File: config.mk
export PLATFORM = sky130hd
export DESIGN_NAME = ram_access_arbiter
export DESIGN_NICKNAME = d
export VERILOG_FILES = /design/src/rtl/ram_access_arbiter.sv
export SDC_FILE = /design/constraint.sdc
export NUM_CORES = 1
export LEC_CHECK = 0
export CAP_MARGIN = 20
export CORE_MARGIN = 2
export CORE_UTILIZATION = 47
export DETAILED_ROUTE_END_ITERATION = 12
export PLACE_DENSITY = 0.8
export SYNTH_ARGS = -nofsm -noshare
export SYNTH_HDL_FRONTEND = slang
export SYNTH_SLANG_ARGS = --single-unit
File: constraint.sdc
create_clock -name clk -period 3.75 [get_ports clk]
set_input_delay 0.5625 -clock clk [delete_from_list [all_inputs] [get_ports clk]]
set_output_delay 0.5625 -clock clk [all_outputs]
set_load 0.005 [all_outputs]
File: src/rtl/ram_access_arbiter.sv
// Arbitrates IF fetches and LS loads/stores onto the single-port data RAM. Sub-word stores become read-modify-write.
// Latency: 1 clk accept->rsp for reads, word stores and errors; 2 clk for RMW stores. No response back-pressure.
module ram_access_arbiter #(
  parameter int ADDR_W       = 10,
  parameter int DATA_W       = 32,
  parameter int STARVE_LIMIT = 4
) (
  input  logic              clk,
  input  logic              rst_n,
  input  logic              if_req_valid,
  output logic              if_req_ready,
  input  logic [ADDR_W-1:0] if_addr,
  output logic              if_rsp_valid,
  output logic [DATA_W-1:0] if_rdata,
  input  logic              ls_req_valid,
  output logic              ls_req_ready,
  input  logic              ls_we,
  input  logic [1:0]        ls_size,
  input  logic [1:0]        ls_byte_off,
  input  logic [ADDR_W-1:0] ls_addr,
  input  logic [DATA_W-1:0] ls_wdata,
  output logic              ls_rsp_valid,
  output logic [DATA_W-1:0] ls_rdata,
  output logic              ls_err,
  output logic              ram_we,
  output logic [ADDR_W-1:0] ram_addr,
  output logic [DATA_W-1:0] ram_wdata,
  input  logic [DATA_W-1:0] ram_rdata,
  output logic              busy
);

  typedef enum logic [1:0] {IDLE, RD, WR, ERR} state_t;

  localparam int STREAK_W = $clog2(STARVE_LIMIT + 1);
  localparam logic [STREAK_W-1:0] STREAK_MAX = STREAK_W'(STARVE_LIMIT);

  state_t              state;
  logic [STREAK_W-1:0] ls_streak;
  logic                cur_ls;
  logic                cur_store;
  logic [1:0]          cur_size;
  logic [1:0]          cur_off;
  logic [DATA_W-1:0]   cur_wdata;

  logic idle;
  logic if_starved;
  logic ls_grant;
  logic if_grant;
  logic ls_illegal;

  assign idle       = rst_n && (state == IDLE);
  assign if_starved = if_req_valid && (ls_streak == STREAK_MAX);
  assign ls_grant   = idle && ls_req_valid && !if_starved;
  assign if_grant   = idle && if_req_valid && !ls_grant;
  assign ls_req_ready = ls_grant;
  assign if_req_ready = if_grant;
  assign busy         = (state != IDLE);

  assign ls_illegal = (ls_size == 2'b11) ||
                      (ls_size == 2'b01 && ls_byte_off[0]) ||
                      (ls_size == 2'b10 && ls_byte_off != 2'b00);

  // Lay right-aligned store data into the addressed lane(s) of the old word.
  function automatic logic [DATA_W-1:0] merge_lanes(input logic [DATA_W-1:0] word,
                                                    input logic [DATA_W-1:0] data,
                                                    input logic [1:0]        size,
                                                    input logic [1:0]        off);
    logic [DATA_W-1:0] m;
    m = word;
    if (size == 2'b00)
      m[{off, 3'b000} +: 8] = data[7:0];
    else
      m[{off[1], 4'b0000} +: 16] = data[15:0];
    return m;
  endfunction

  always_ff @(posedge clk or negedge rst_n) begin
    if (!rst_n) begin
      state        <= IDLE;
      ls_streak    <= '0;
      cur_ls       <= 1'b0;
      cur_store    <= 1'b0;
      cur_size     <= 2'b00;
      cur_off      <= 2'b00;
      cur_wdata    <= '0;
      if_rsp_valid <= 1'b0;
      if_rdata     <= '0;
      ls_rsp_valid <= 1'b0;
      ls_rdata     <= '0;
      ls_err       <= 1'b0;
      ram_we       <= 1'b0;
      ram_addr     <= '0;
      ram_wdata    <= '0;
    end else begin
      if_rsp_valid <= 1'b0;
      ls_rsp_valid <= 1'b0;
      ls_err       <= 1'b0;
      case (state)
        IDLE: begin
          if (ls_grant) begin
            cur_ls    <= 1'b1;
            cur_store <= ls_we;
            cur_size  <= ls_size;
            cur_off   <= ls_byte_off;
            cur_wdata <= ls_wdata;
            if (!if_req_valid)
              ls_streak <= '0;
            else if (ls_streak != STREAK_MAX)
              ls_streak <= ls_streak + 1'b1;
            if (ls_illegal) begin
              state <= ERR;
            end else if (ls_we && ls_size == 2'b10) begin
              ram_addr  <= ls_addr;
              ram_wdata <= ls_wdata;
              ram_we    <= 1'b1;
              state     <= WR;
            end else begin
              ram_addr <= ls_addr;
              ram_we   <= 1'b0;
              state    <= RD;
            end
          end else if (if_grant) begin
            cur_ls    <= 1'b0;
            cur_store <= 1'b0;
            ls_streak <= '0;
            ram_addr  <= if_addr;
            ram_we    <= 1'b0;
            state     <= RD;
          end
        end
        RD: begin
          if (cur_store) begin
            ram_wdata <= merge_lanes(ram_rdata, cur_wdata, cur_size, cur_off);
            ram_we    <= 1'b1;
            state     <= WR;
          end else begin
            if (cur_ls) begin
              ls_rdata     <= ram_rdata;
              ls_rsp_valid <= 1'b1;
            end else begin
              if_rdata     <= ram_rdata;
              if_rsp_valid <= 1'b1;
            end
            state <= IDLE;
          end
        end
        WR: begin
          ram_we       <= 1'b0;
          ls_rsp_valid <= 1'b1;
          state        <= IDLE;
        end
        ERR: begin
          ls_rsp_valid <= 1'b1;
          ls_err       <= 1'b1;
          state        <= IDLE;
        end
        default: state <= IDLE;
      endcase
    end
  end

endmodule

==> metrics.md <==
| Metric | Value |
|---|---|
| Antenna cells | `0` |
| CP cell instances | `dlygate4sd3_1 -> buf_6 -> nand4_1 -> clkinv_1 -> nor2_1 -> clkdlybuf4s50_1` |
| Ys async rst share | `100%` |
| Critical path type | `input pin to output pin` |
| WL per Instance | `between 15 and 20 µm` |
| Port buffer count | `205` |
| Sum Neg Setup Slack | `0 ns` |
| Pre-Repair DR Iteration Count | `5` |
| DR vias/cell | `5.71` |
| Post-route DRC | `0` |
| Slowest-stage cell, CP | `dlygate4sd3_1` |
| Die width | `124 µm` |
| Pre-CTS setup slack | `0.875 ns` |
| Final nets | `between 900 and 1000` |
| Post-CTS setup buffer count | `0` |
| Clock Skew | `a little under 0.009 ns` |
| Static Leak | `4.01 nW` |
| Mapped Area | `between 6000 and 7000 µm²` |
| Hold Fails Final Rpt | `0` |
| Crit-path max FO | `19` |
| Hold depth | `2` |
| Hold Buf Count CTS | `1` |
| Initial Utilization | `48.5%` |
| Startpoint Class | `input pin` |
| CTS resizes | `0` |
| Distinct cells, synth | `39` |
| Max-slew headroom at the worst pin | `34.9%` |
| Crit share post-route | `72.9%` |
| Reg2reg start | `state[1]$_DFFE_PN0P_` |
| Final wirelength | `19.6 mm` |
| # IOs | `206` |
| Core box area | `14000 µm²` |
| Synth warnings | `0` |
| Num CTS Buffers | `17` |
| Final Setup Violations | `0` |
| Buffers & Inverters on Critical Path | `4` |
| Reg2Reg Capture Point | `ls_rdata[21]$_DFFE_PN0P_` |
| CTS tree | `built` |
| Synth Area per Inst | `11.1 µm²` |
| Final core utilization | `68.8%` |
| Routed Antenna Nets | `0` |
| CP arrival | `roughly 2.2 ns` |
| Worst Hold End | `ls_rdata[14]$_DFFE_PN0P_` |
| Most common flop cell mapped by yosys | `dfrtp_1` |
| Clk buf depth | `2` |
| Total grt overflow | `0` |
| Critical path endpoint category | `output pin` |
| Placer Congestion | `0.823` |
| Max Cap Viol | `0` |
| Starting DRT DRC Count | `313` |
| Register clock-pin slew on the reported worst setup and hold paths | `~0.050 ns` |
| Latest clock arrival within the worst-skew pair | `around 0.42 ns` |
| Die ar. | `15400 µm²` |
| Final worst slack | `1.01 ns` |
| H-Tree Depth | `4` |
| Share of cells above drive strength 1 | `21.4%` |
| Power density cells | `between 800 and 900 nW/µm²` |
| Slew Limit Fails | `0` |
| Most common cell after layout, fill and taps aside | `clkdlybuf4s50_1` |
| R2R Setup Slk | `between 1 and 1.5 ns` |
| Status | `completed` |
| Clock Sinks | `around 140` |
| Crit-path max cell delay | `0.54 ns` |
| Seq/Total Area, Yosys | `around half` |
| Global Route Usage Sum | `26.4%` |
| First-pass GRT wire length | `~30 mm` |
| Slew @ Worst Pin | `between 0.9 and 1 ns` |
| Most frequent cells in the layout | `clkdlybuf4s50_1, dfrtp_1, mux2_2, nand2_1, a31oi_1` |
| FP Rows | `43` |
| Seq cells post-synth | `around 140` |
| Hold Crit Class | `flop to flop` |
| FMAX | `366 MHz` |
| Die Height | `124 µm` |
| Post-synth EDFFs | `0` |
| CP delay by family, top | `buffers and inverters` |
| Vias post-DR | `5688` |
| Largest net degree at the start of global routing | `63` |
| Antenna violations before repair | `0` |
| HP Start | `ls_rdata[14]$_DFFE_PN0P_` |
| Vias in the first global route | `5886` |
| RSZ-0062 raised after global routing | `no` |
| Clk root buf | `clkbuf_16` |
| Final min period | `approximately 2.7 ns` |
| HPWL after DPL | `13.5 mm` |
| Synthesized net count | `715` |
| Filler cell count | `1032` |
| Worst endpoint required time | `3.19 ns` |
| Peak VDD IR | `0.531 mV` |
| Area Growth Syn to Fin | `41.8%` |
| R2R cell count | `6` |
| Gate Count Post-Synth | `between 600 and 700` |
routing by layer:
layer / track usage, % / part of all wire [%]
met2: 43.2 / 48
met5: 0 / 0
met4: 9.76 / 2.2
met3: 9.16 / 9.6
met1: 32.1 / 40
state kept, by name, indices dropped and copies added, names as in the netlist:
| signal | cells |
|---|---|
| if_rdata | 32 |
| ls_rdata | 32 |
| ram_wdata | 32 |
| cur_wdata | 16 |
| ram_addr | 10 |
| ls_streak | 3 |
| cur_off | 2 |
| cur_size | 2 |
| state | 2 |
| cur_ls | 1 |
| cur_store | 1 |
| if_rsp_valid | 1 |
| ls_err | 1 |
| ls_rsp_valid | 1 |
| ram_we | 1 |
worst register-to-register path, stage by stage (launching register included):
cell	delay, ns
dfrtp_1	0.42
inv_1	0.11
ha_1	0.23
buf_4	0.40
nor2b_1	0.30
nand2_2	0.59
mux2_2	0.52
cells in the mapped netlist, drive strengths merged, types with 9 or more instances:
master  count  area share, %
o21ai      14            1.0
or3         9           0.83
nand2b     25            2.3
dfrtp     137             51
ha         11            2.0
a21oi      11           0.81
inv        24            1.3
buf        21            1.7
o221ai     16            2.1
nand4      10           0.92
nor2       12           0.66
o22ai      25            2.3
nand2      87            4.8
clkbuf     21            1.2
nand3      11           0.81
a31oi      27            2.7
mux2      125             21
how the worst max path moves through the flow:
stage,start,to,slack (ns),cells past startpoint
6_report,rst_n,if_req_ready,1.01,6
5_1_grt,state[1]$_DFFE_PN0P_,ls_rdata[2]$_DFFE_PN0P_,0.90,6
4_1_cts,rst_n,if_req_ready,1.02,6
3_5_place_dp,if_req_valid,ram_wdata[21]$_DFFE_PN0P_,0.88,7
3_3_place_gp,if_req_valid,ram_wdata[25]$_DFFE_PN0P_,1.02,7
2_1_floorplan,cur_off[1]$_DFFE_PN0P_,ram_wdata[30]$_DFFE_PN0P_,1.12,11
cell type report:
type / instances / area, µm² / area share (%)
flip-flops and latches: 137 / 3430 / 35.6
clock buffers: 20 / 467 / 4.85
repair buffers: 216 / 2160 / 22.4
clock inverters: 12 / 146 / 1.52
inverters: 25 / 93.8 / 0.975
well taps: 180 / 225 / 2.34
multi-input cells: 407 / 3100 / 32.2
logic make-up after synthesis:
group / after synthesis / share of synthesized area, %
buf+inv: 67 / 4.24
mux: 133 / 21.9
flops: 137 / 50.5
fa+ha+maj: 11 / 2.03
simple gates: 162 / 11.4
compound gates: 101 / 9.87
power by group:
| part | switching, mW | total [mW] | internal (mW) |
|---|---|---|---|
| Combinational | 1.52 | 3.69 | 2.17 |
| Clock | 0.626 | 1.72 | 1.09 |
| Sequential | 0.540 | 2.75 | 2.21 |
| Total | 2.69 | 8.16 | 5.47 |
per-stage QoR:
stage | hold slack, ns | instances | cell area, µm² | power (mW)
6_report | 0.478 | 997 | 9620 | 8.16
5_1_grt | 0.510 | 997 | 9620 | 8.68
4_1_cts | 0.488 | 996 | 9590 | 8.18
3_5_place_dp | 0.421 | 963 | 8970 | 6.42
3_3_place_gp | 0.416 | 963 | 8970 | 6.26
2_1_floorplan | 0.267 | 611 | 6780 | 4.50
Note: power is estimated with default switching activity, not from simulation.
